`config.mk`:
```
export PLATFORM = sky130hd
export DESIGN_NAME = midi_msg_parser
export DESIGN_NICKNAME = d
export VERILOG_FILES = /design/src/rtl/midi_pkg.sv /design/src/rtl/midi_msg_parser_active_sense.sv /design/src/rtl/midi_msg_parser.sv
export SDC_FILE = /design/constraint.sdc
export NUM_CORES = 1
export LEC_CHECK = 0
export CAP_MARGIN = 20
export CORE_MARGIN = 2
export CORE_UTILIZATION = 52
export DETAILED_ROUTE_END_ITERATION = 10
export PLACE_DENSITY = 0.83
export SLEW_MARGIN = 20
export SYNTH_ARGS = -nofsm -noshare
export SYNTH_HDL_FRONTEND = slang
export SYNTH_HIERARCHICAL = 1
export SYNTH_SLANG_ARGS = --single-unit
```
`constraint.sdc`:
```
create_clock -name iCLK -period 5 [get_ports iCLK]
set_input_delay 0.75 -clock iCLK [delete_from_list [all_inputs] [get_ports iCLK]]
set_output_delay 0.75 -clock iCLK [all_outputs]
set_load 0.1 [all_outputs]
```
`src/rtl/midi_pkg.sv`:
```
// Shared constants and FSM state encoding for the MIDI channel-message parser.
package midi_pkg;

  localparam logic [3:0] NOTE_OFF = 4'h8;
  localparam logic [3:0] NOTE_ON  = 4'h9;
  localparam logic [3:0] CC       = 4'hB;
  localparam logic [3:0] PROG     = 4'hC;
  localparam logic [3:0] CHPRES   = 4'hD;

  localparam logic [6:0] CC_ALL_SOUND_OFF = 7'd120;
  localparam logic [6:0] CC_ALL_NOTES_OFF = 7'd123;

  localparam logic [7:0] ACTIVE_SENSE = 8'hFE;

  typedef enum logic [1:0] {
    S_IDLE = 2'd0,
    S_D1   = 2'd1,
    S_D2   = 2'd2
  } state_t;

endpackage

```
`src/rtl/midi_msg_parser_active_sense.sv`:
```
// Active-sensing watchdog: armed by 0xFE, reloaded by any byte, fires once on expiry.
module midi_active_sense
  import midi_pkg::*;
#(
  parameter int unsigned P_TIMEOUT = 15_000_000
) (
  input  logic       clk,
  input  logic       rst,
  input  logic [7:0] rx_data,
  input  logic       rx_valid,
  output logic       expire
);

  localparam int unsigned W = $clog2(P_TIMEOUT + 1);
  localparam logic [W-1:0] LOAD = W'(P_TIMEOUT - 1);

  logic [W-1:0] count;
  logic         armed;

  always_ff @(posedge clk) begin
    if (rst) begin
      armed <= 1'b0;
      count <= '0;
    end else if (rx_valid) begin
      count <= LOAD;
      if (rx_data == ACTIVE_SENSE) armed <= 1'b1;
    end else if (armed) begin
      if (count == '0) armed <= 1'b0;
      else             count <= count - 1'b1;
    end
  end

  assign expire = armed && !rx_valid && (count == '0);

endmodule

```
`src/rtl/midi_msg_parser.sv`:
```
// MIDI 1.0 channel-message parser producing NoteOn/NoteOff/AllOff pulses.
// Optional active-sensing timeout enabled by defining MIDI_ACTIVE_SENSE_EN.
module midi_msg_parser
  import midi_pkg::*;
#(
  parameter int unsigned P_OMNI          = 1,
  parameter int unsigned P_SENSE_TIMEOUT = 15_000_000
) (
  input  logic       iCLK,
  input  logic       iRST,
  input  logic [7:0] iRxData,
  input  logic       iRxValid,
  input  logic [3:0] iChannelSel,
  output logic [6:0] oNoteNumber,
  output logic [6:0] oVelocity,
  output logic       oNoteOn,
  output logic       oNoteOff,
  output logic       oAllOff
);

  state_t     state, state_n;
  logic [7:0] status, status_n;
  logic [6:0] data1, data1_n;
  logic [6:0] note_n, vel_n;
  logic       on_n, off_n, all_n;
  logic       done;
  logic       chan_ok;

`ifdef MIDI_ACTIVE_SENSE_EN
  logic sense_fire;
  logic pending, pending_n;

  midi_active_sense #(
    .P_TIMEOUT(P_SENSE_TIMEOUT)
  ) u_sense (
    .clk     (iCLK),
    .rst     (iRST),
    .rx_data (iRxData),
    .rx_valid(iRxValid),
    .expire  (sense_fire)
  );
`else
  logic unused_sense_timeout;
  assign unused_sense_timeout = (P_SENSE_TIMEOUT != 0);
`endif

  assign chan_ok = (P_OMNI != 0) || (status[3:0] == iChannelSel);

  always_comb begin
    state_n  = state;
    status_n = status;
    data1_n  = data1;
    note_n   = oNoteNumber;
    vel_n    = oVelocity;
    on_n     = 1'b0;
    off_n    = 1'b0;
    all_n    = 1'b0;
    done     = 1'b0;
`ifdef MIDI_ACTIVE_SENSE_EN
    pending_n = pending;
`endif
    // Real-time bytes (F8-FF) fall through every branch and leave state untouched.
    if (iRxValid && (iRxData[7:3] != 5'b11111)) begin
      if (iRxData[7:4] == 4'hF) begin
        status_n = '0;
        state_n  = S_IDLE;
      end else if (iRxData[7]) begin
        status_n = iRxData;
        state_n  = S_D1;
      end else begin
        case (state)
          S_D1: begin
            data1_n = iRxData[6:0];
            if (status[7:4] == PROG || status[7:4] == CHPRES) done = 1'b1;
            else                                              state_n = S_D2;
          end
          S_D2: begin
            done    = 1'b1;
            state_n = S_D1;
          end
          default: ;
        endcase
      end
    end

    if (done && chan_ok) begin
      case (status[7:4])
        NOTE_ON: begin
          note_n = data1;
          vel_n  = iRxData[6:0];
          if (iRxData[6:0] != '0) on_n  = 1'b1;
          else                    off_n = 1'b1;
        end
        NOTE_OFF: begin
          note_n = data1;
          vel_n  = iRxData[6:0];
          off_n  = 1'b1;
        end
        CC: begin
          if (data1 == CC_ALL_SOUND_OFF || data1 == CC_ALL_NOTES_OFF) all_n = 1'b1;
        end
        default: ;
      endcase
    end

`ifdef MIDI_ACTIVE_SENSE_EN
    // A timeout that collides with a parser event is held one cycle so pulses never overlap.
    if (sense_fire || pending) begin
      if (on_n || off_n || all_n) begin
        pending_n = 1'b1;
      end else begin
        all_n     = 1'b1;
        pending_n = 1'b0;
      end
    end
`endif
  end

  always_ff @(posedge iCLK) begin
    if (iRST) begin
      state       <= S_IDLE;
      status      <= '0;
      data1       <= '0;
      oNoteNumber <= '0;
      oVelocity   <= '0;
      oNoteOn     <= 1'b0;
      oNoteOff    <= 1'b0;
      oAllOff     <= 1'b0;
`ifdef MIDI_ACTIVE_SENSE_EN
      pending     <= 1'b0;
`endif
    end else begin
      state       <= state_n;
      status      <= status_n;
      data1       <= data1_n;
      oNoteNumber <= note_n;
      oVelocity   <= vel_n;
      oNoteOn     <= on_n;
      oNoteOff    <= off_n;
      oAllOff     <= all_n;
`ifdef MIDI_ACTIVE_SENSE_EN
      pending     <= pending_n;
`endif
    end
  end

endmodule
```
==> results of run 1 <==
per-layer routing:
layer,vias to the layer above,track usage (%),share of wire (%)
met5,-,0,0
met4,0,11.8,2.0
met3,8,6.51,5.4
met2,33,32.0,50
met1,512,20.5,42
li1,540,-,-
sequential cells by signal, summed over array words and instances, names as in the netlist:
signal,cells
data1,7
oNoteOff,1
oAllOff,1
oNoteNumber,7
oNoteOn,1
oVelocity,7
state,2
status,4
stage by stage:
step	utilization, %	setup slack, ns
after global placement	65.7	2.14
after detailed placement	66.3	2.09
final	68.1	2.43
after CTS	68.1	2.41
after global routing	68.1	2.31
after floorplan	-	2.99
area by class of cell:
| class | count | area, µm² |
|---|---|---|
| Sequential cell | 30 | 601 |
| Multi-Input combinational cell | 98 | 722 |
| Fill cell | 212 | 798 |
| Inverter | 3 | 11.3 |
| Clock buffer | 7 | 45.0 |
| Tap cell | 30 | 37.5 |
| Timing Repair Buffer | 28 | 285 |
final timing paths:
kind                     to  slack, ns  cells past startpoint
max          oNoteNumber[2]       2.43                      1
min            oVelocity[3]       0.48                      2
max reg2reg  oNoteNumber[2]       2.79                      5
min reg2reg    oVelocity[3]       0.48                      2
placed cells by master, fill, tap and decap left out, drive strengths merged:
master,count
nand2b,28
mux2,1
mux2i,22
and4,3
or4,1
nand3b,2
nand2,1
inv,3
nor2b,1
or3,1
or2,1
a21oi,4
xor2,1
o21ai,5
nor3,2
and4b,1
nand3,2
or3b,1
clkbuf,7
dfxtp,30
buf,1
a2111oi,1
o22ai,1
nor4b,1
o41ai,1
nand4,3
nand4b,1
clkdlybuf4s50,27
ha,2
nor4,2
nor2,9
power by group through the flow:
| stage | registers [mW] | clock network (mW) | logic [mW] |
|---|---|---|---|
| floorplan | 0.250 | 0 | 0.0224 |
| global placement | 0.250 | 0 | 0.0344 |
| detailed placement | 0.250 | 0 | 0.0368 |
| CTS | 0.245 | 0.136 | 0.0370 |
| global route | 0.245 | 0.144 | 0.0404 |
| finish | 0.244 | 0.130 | 0.0374 |
cells by family (layout without fill, tap and decap cells):
family,count (synthesis),after routing
compound gates,12,12
xor+xnor,1,1
mux,23,23
simple gates,60,60
fa+ha+maj,2,2
buf+inv,12,38
flops,30,30
==> flow_summary_export.csv, run 1 <==
group,metric,value,unit
grt,grt-ovfl-total,0,
final_layout,area_growth,22.4,%
yosys,netlist_instances,140,
critical_path,worstPathMaxFanout,2,
die,die_w,55.7,µm
drt,dr.pass1.iters,4,
yosys,synth_ff_type,"dfxtp_1",
pwr,p_int,0.314,mW
die,num_rows,18,
yosys,synth_edf_count,0,
clocking,cts_tree,"done",
grt,grt_max_degree,25,
clocking,postCtsResizedCells,0,
yosys,muxShareOfSynthArea,16.7,%
yosys,synthSimpleGateAreaFrac,27.9,%
sta,setup-tns-final,0,ns
sta,fmaxAchievable,389,MHz
die,core_area,2500,µm²
clocking,root_buffer,"clkbuf_4",
placement,io_buffers,27,
die,initial_utilization,55.6,%
die,ios,32,
drt,drc,0,
final_layout,finalNonFillerCells,196,
critical_path,cp-start-kind,"register",
yosys,synth_area_leader_cell,"dfxtp_1",
pwr,power.leakage,0.614,nW
pwr,p_clk_share,31.5,%
hold_path,min_from,"oVelocity[3]",
yosys,synth_compound_area_share,4.95,%
yosys,async_reset_ff_share,0,%
hold_path,min_path_type,"register to register",
final_layout,insertedDiodeCount,0,
clocking,clock_path_buffers,2,
yosys,synth_top_area_share,43.2,%
die,dieHeight,55.7,µm
critical_path,crit_chain,"clkdlybuf4s50_1",
sta,hold_ws,0.477,ns
run,maxCapViolCount,0,
final_layout,design_area,1700,µm²
final_layout,drive_gt1_share,6.02,%
yosys,ys_seq_area_share,43.2,%
yosys,ys_types,33,
placement,hpwl,1990,µm
clocking,numCtsBuffers,5,
drt,wirelength,2740,µm
sta,rsz0062_at_grt,"no",
pwr,vdd_ir_drop_max,0.195,mV
pwr,sequentialPowerShare,59.4,%
sta,finalHoldViolCount,0,
sta,final_max_slew_viol_count,0,
yosys,syn-cell-area,1390,µm²
grt,grt_usage,19.1,%
pwr,p_per_area,242,nW/µm²
grt,grt_pass1_vias,1053,
critical_path,end_kind,"output port",
placement,dp.cells,189,
drt,wl_per_cell,14.0,µm
drt,postRouteAntennaNets,0,
yosys,yosysMostFrequentCell,"dfxtp_1",
sta,finalCriticalPeriod,2.57,ns
yosys,yosys.area_share.xor_xnor,0.630,%
critical_path,cpMaxStageDelayCell,"clkdlybuf4s50_1",
yosys,synth_top_family_by_area,"simple AND/OR/NAND/NOR gates",
sta,worstMarginPinSlew,0.975,ns
critical_path,cp.required,4.25,ns
yosys,synth_area_leaders,"dfxtp_1, mux2i_1, nand2b_1",
sta,fin_crit_sh,51.4,%
critical_path,critical-path-top-delay-family,"buffers and inverters",
drt,viasPerCell,5.58,
grt,grt_pass1_wl,4640,µm
yosys,synth_commonest_cells,"dfxtp_1, nand2b_1, mux2i_1, nor2_1, clkbuf_1",
outcome,status,"complete, no violations",
yosys,ys_ff_latch,30,
sta,finClkSkew,0.00886,ns
yosys,synthesis.nets,157,
critical_path,worstPathArrival,1.82,ns
sta,slew_headroom,34.8,%
critical_path,r2r_start,"state[0]",
critical_path,crit_type,"register to output port",
pwr,p_sw_share,23.8,%
critical_path,max_stage_delay,1.14,ns
placement,gp_routability_congestion,0.874,
clocking,cts.clk_slew.worst_paths,0.09,ns
clocking,postCtsSetupBuffers,0,
drt,vias,1093,
pwr,p_switching,0.0980,mW
yosys,syn_avg_cell_area,9.93,µm²
drt,drt_iter0_drc,32,
clocking,clock_latency,0.33,ns
critical_path,critPathLaunch,"oNoteNumber[2]",
yosys,yosysWarnings,6,
die,die-area,3100,µm²
placement,placed_area,1660,µm²
pwr,p_comb_share,9.1,%
pwr,total_power,0.412,mW
clocking,numClockSinks,30,
clocking,cts_hold_buf,0,
grt,grt_antenna_before_repair,0,
sta,setup_viol,0,
critical_path,path_buf_inv,1,
yosys,synthAdderAreaFrac,1.80,%
final_layout,final_nets,183,
clocking,htree_levels,2,
Power figures use the tool's default switching activity.
==> inputs of run 2 (changes only) <==
CORE_UTILIZATION = 44   (was 52)
PLACE_DENSITY = 0.74   (was 0.83)
clock period = 2.1 ns   (was 5 ns; I/O delays follow)
==> flow_summary_export.csv, run 2 (synthesized netlist as in run 1, its figures left out) <==
group,metric,value,unit
outcome,status,"complete, no violations",
sta,setup_ws,0.231,ns
critical_path,max_stage_delay,0.42,ns
critical_path,cpMaxStageDelayCell,"or3b_4",
die,die-area,3620,µm²
drt,wl_per_cell,12.7,µm
final_layout,mostFrequentLayoutCells,"dfxtp_1, nand2b_1, buf_4",
die,ios,32,
grt,grt_pass1_vias,1046,
die,dieHeight,60.2,µm
drt,drt_iter0_drc,50,
pwr,p_clk_share,38.1,%
sta,worstMarginPinSlew,0.517,ns
hold_path,holdPathStages,2,
final_layout,design_area,1780,µm²
drt,viasPerCell,5.05,
sta,setup_viol,0,
pwr,p_int,0.857,mW
grt,grt_max_degree,32,
run,maxCapViolCount,0,
pwr,vdd_ir_drop_max,0.331,mV
critical_path,worstPathMaxFanout,13,
sta,finalCriticalPeriod,1.87,ns
pwr,p_switching,0.241,mW
placement,post-place-ws,0.0817,ns
die,die_w,60.2,µm
sta,finClkSkew,0.00623,ns
clocking,clock_latency,0.32,ns
sta,setup-tns-final,0,ns
clocking,cts.clk_slew.worst_paths,0.09,ns
drt,wirelength,2800,µm
critical_path,reg2reg_depth,6,
placement,gp_routability_congestion,0.955,
final_layout,fill_cells,271,
critical_path,worstPathArrival,2.12,ns
drt,drc,0,
clocking,clock_path_buffers,2,
clocking,postCtsResizedCells,0,
clocking,cts_hold_buf,0,
die,num_rows,20,
grt,grt_antenna_before_repair,0,
pwr,power.leakage,0.713,nW
critical_path,endpoint,"oVelocity[1]",
critical_path,worstSetupPathDepth,6,
pwr,p_sw_share,22.0,%
pwr,p_comb_share,8.8,%
grt,grt-ovfl-total,0,
drt,postRouteAntennaNets,0,
placement,io_buffers,27,
placement,hpwl,2120,µm
critical_path,critPathLaunch,"state[0]",
clocking,numCtsBuffers,5,
sta,finalHoldViolCount,0,
critical_path,r2r_start,"state[0]",
clocking,cts_tree,"done",
clocking,postCtsSetupBuffers,0,
critical_path,rr_endpoint,"oVelocity[1]",
die,initial_utilization,45.9,%
critical_path,crit_chain,"inv_1, ha_1, or3b_4, nor3_4, buf_12, mux2i_1",
critical_path,cp-start-kind,"register",
grt,grt_usage,17.4,%
critical_path,critical-path-top-delay-family,"simple AND/OR/NAND/NOR gates",
critical_path,path_buf_inv,2,
pwr,p_per_area,616,nW/µm²
clocking,htree_levels,2,
final_layout,insertedDiodeCount,0,
final_layout,final_common_cell,"dfxtp_1",
sta,fin_crit_sh,89.0,%
final_layout,top_regs,"data1: 7 flops, oNoteNumber: 7 flops, oVelocity: 7 flops",
critical_path,end_kind,"register",
critical_path,rrSetupSlack,0.23,ns
clocking,root_buffer,"clkbuf_4",
clocking,numClockSinks,30,
drt,vias,1111,
sta,slew_headroom,64.6,%
critical_path,cp.required,2.35,ns
critical_path,crit_type,"register to register",
pwr,sequentialPowerShare,53.1,%
hold_path,min_path_type,"register to register",
die,core_area,3030,µm²
sta,fmaxAchievable,535,MHz
final_layout,final_nets,192,
grt,grt_pass1_wl,4660,µm
drt,dr.pass1.iters,5,
placement,placed_area,1700,µm²
final_layout,area_growth,28.3,%
sta,rsz0062_at_grt,"no",
sta,final_max_slew_viol_count,0,
final_layout,drive_gt1_share,22.2,%
-- run 2: stage by stage --
step                utilization, %  hold WS (ns)  instances  power [mW]
floorplan                        -         0.443        140       0.647
global placement              56.3         0.458        212       0.690
detailed placement            56.3         0.463        212       0.692
CTS                           58.9         0.487        220        1.11
global route                  58.9         0.512        220        1.15
finish                        58.9         0.478        220        1.10
-- run 2: worst min-delay path, delay by kind of cell, from the launching register on --
| family | cells | cell delay [ns] |
|---|---|---|
| flops | 1 | 0.32 |
| simple gates | 1 | 0.06 |
| mux | 1 | 0.06 |
-- run 2: worst min-delay path by stage --
stage              startpoint        endpoint
6_report       oNoteNumber[1]  oNoteNumber[1]
5_1_grt          oVelocity[6]    oVelocity[6]
4_1_cts        oNoteNumber[1]  oNoteNumber[1]
3_5_place_dp   oNoteNumber[6]  oNoteNumber[6]
3_3_place_gp   oNoteNumber[6]  oNoteNumber[6]
2_1_floorplan       status[4]         oNoteOn
-- run 2: layer usage --
| layer | global-route usage, % | vias up | part of all wire (%) |
|---|---|---|---|
| met5 | 0 | - | 0 |
| met4 | 8.57 | 0 | 2.5 |
| met3 | 5.41 | 7 | 5.6 |
| met2 | 26.9 | 43 | 47 |
| met1 | 21.7 | 502 | 45 |
| li1 | - | 559 | - |
-- run 2: area by class of cell --
cell class                      count  area, µm²  share of cell area, %
Multi-Input combinational cell     98        722                   40.5
Tap cell                           44       55.1                   3.09
Clock buffer                        8       78.8                   4.42
Inverter                            3       11.3                  0.632
Sequential cell                    30        601                   33.7
Timing Repair Buffer               37        315                   17.7
-- run 2: power by group through the flow --
stage,clock (mW),combinational [mW],sequential [mW]
after floorplan,0,0.0534,0.594
after global placement,0,0.0943,0.595
after detailed placement,0,0.0961,0.596
after CTS,0.431,0.0962,0.582
after global routing,0.456,0.105,0.584
final,0.418,0.0968,0.582
==> inputs of run 3 (changes only) <==
CORE_MARGIN = not set   (was 2)
==> flow_summary_export.csv, run 3 (synthesized netlist as in run 1, its figures left out) <==
group,metric,value,unit
clocking,cts_hold_buf,0,
die,ios,32,
sta,rsz0062_at_grt,"no",
final_layout,finalNonFillerCells,223,
clocking,numCtsBuffers,5,
grt,grt-ovfl-total,0,
placement,dp.cells,215,
die,dieHeight,58.2,µm
drt,dr.pass1.iters,4,
grt,grt_pass1_wl,4860,µm
sta,finalCriticalPeriod,1.81,ns
sta,finClkSkew,0.00817,ns
die,core_area,3030,µm²
drt,wirelength,2890,µm
final_layout,mostFrequentLayoutCells,"dfxtp_1, buf_4, nand2b_1",
pwr,p_per_area,583,nW/µm²
clocking,clock_latency,0.33,ns
clocking,numClockSinks,30,
placement,gp_routability_congestion,0.867,
die,num_rows,20,
sta,hold_ws,0.475,ns
critical_path,end_kind,"register",
clocking,postCtsSetupBuffers,0,
sta,finalHoldViolCount,0,
critical_path,crit_type,"register to register",
die,die_w,58.2,µm
grt,grt_usage,19.5,%
run,maxCapViolCount,0,
critical_path,cp-start-kind,"register",
drt,vias,1130,
sta,worstMarginPinSlew,0.523,ns
clocking,cts.clk_slew.worst_paths,0.10,ns
drt,drt_iter0_drc,28,
critical_path,worstPathArrival,2.07,ns
die,die-area,3390,µm²
placement,io_buffers,27,
critical_path,worstPathMaxFanout,13,
final_layout,top_regs,"data1: 7 flops, oNoteNumber: 7 flops, oVelocity: 7 flops",
hold_path,min_path_type,"register to register",
grt,grt_antenna_before_repair,0,
drt,postRouteAntennaNets,0,
pwr,vdd_ir_drop_max,0.337,mV
pwr,total_power,1.04,mW
final_layout,area_growth,28.5,%
sta,setup_viol,0,
drt,drc,0,
final_layout,final_nets,195,
final_layout,fin_util,59.0,%
clocking,htree_levels,2,
clocking,cts_tree,"done",
die,initial_utilization,45.9,%
sta,fmaxAchievable,552,MHz
placement,hpwl,2170,µm
clocking,clock_path_buffers,2,
drt,viasPerCell,5.07,
final_layout,insertedDiodeCount,0,
clocking,root_buffer,"clkbuf_4",
sta,fin_crit_sh,86.2,%
final_layout,drive_gt1_share,22.9,%
clocking,postCtsResizedCells,0,
sta,final_max_slew_viol_count,0,
critical_path,cp.required,2.35,ns
final_layout,final_common_cell,"dfxtp_1",
sta,slew_headroom,64.2,%
sta,setup-tns-final,0,ns
outcome,status,"complete, no violations",
pwr,power.leakage,0.717,nW
drt,wl_per_cell,12.9,µm
grt,grt_pass1_vias,1063,
grt,grt_max_degree,22,
-- run 3: final cells by class --
type | count | area [µm²]
fill | 285 | 1240
multi-input combinational | 98 | 722
sequential | 30 | 601
timing repair buffer | 40 | 338
clock buffer | 7 | 55.1
tap | 44 | 55.1
inverter | 3 | 11.3
clock inverter | 1 | 5.00
-- run 3: layer usage --
metal	up-vias	GRT usage [%]	wire length [µm]
li1	566	-	-
met1	529	24.6	1340
met2	30	31.2	1380
met3	5	5.36	123
met4	0	8.16	42
met5	-	0	0
-- run 3: final timing paths --
kind | to | from | slack [ns] | cells after the start
hold reg to reg | oNoteNumber[4] | oNoteNumber[4] | 0.48 | 2
setup / recovery | oNoteNumber[1] | state[0] | 0.29 | 6
hold / removal | oNoteNumber[4] | oNoteNumber[4] | 0.48 | 2
setup reg to reg | oNoteNumber[1] | state[0] | 0.29 | 6
-- run 3: power by group --
part | internal [mW] | switching [mW]
sequential | 0.576 | 0.00622
combinational | 0.0552 | 0.0470
clock | 0.162 | 0.195
total | 0.793 | 0.248
-- run 3: through the flow --
| step | setup slack [ns] | area, µm² |
|---|---|---|
| after floorplan | 0.323 | 1390 |
| after global placement | 0.0447 | 1730 |
| after detailed placement | 0.0427 | 1730 |
| after CTS | 0.274 | 1790 |
| after global routing | 0.182 | 1790 |
| final | 0.289 | 1790 |
-- run 3: critical path: stages (launching register included) --
cell	delay, ns
dfxtp_1	0.34
inv_1	0.06
ha_1	0.30
or3b_4	0.42
nor3_4	0.24
buf_12	0.19
mux2i_1	0.19
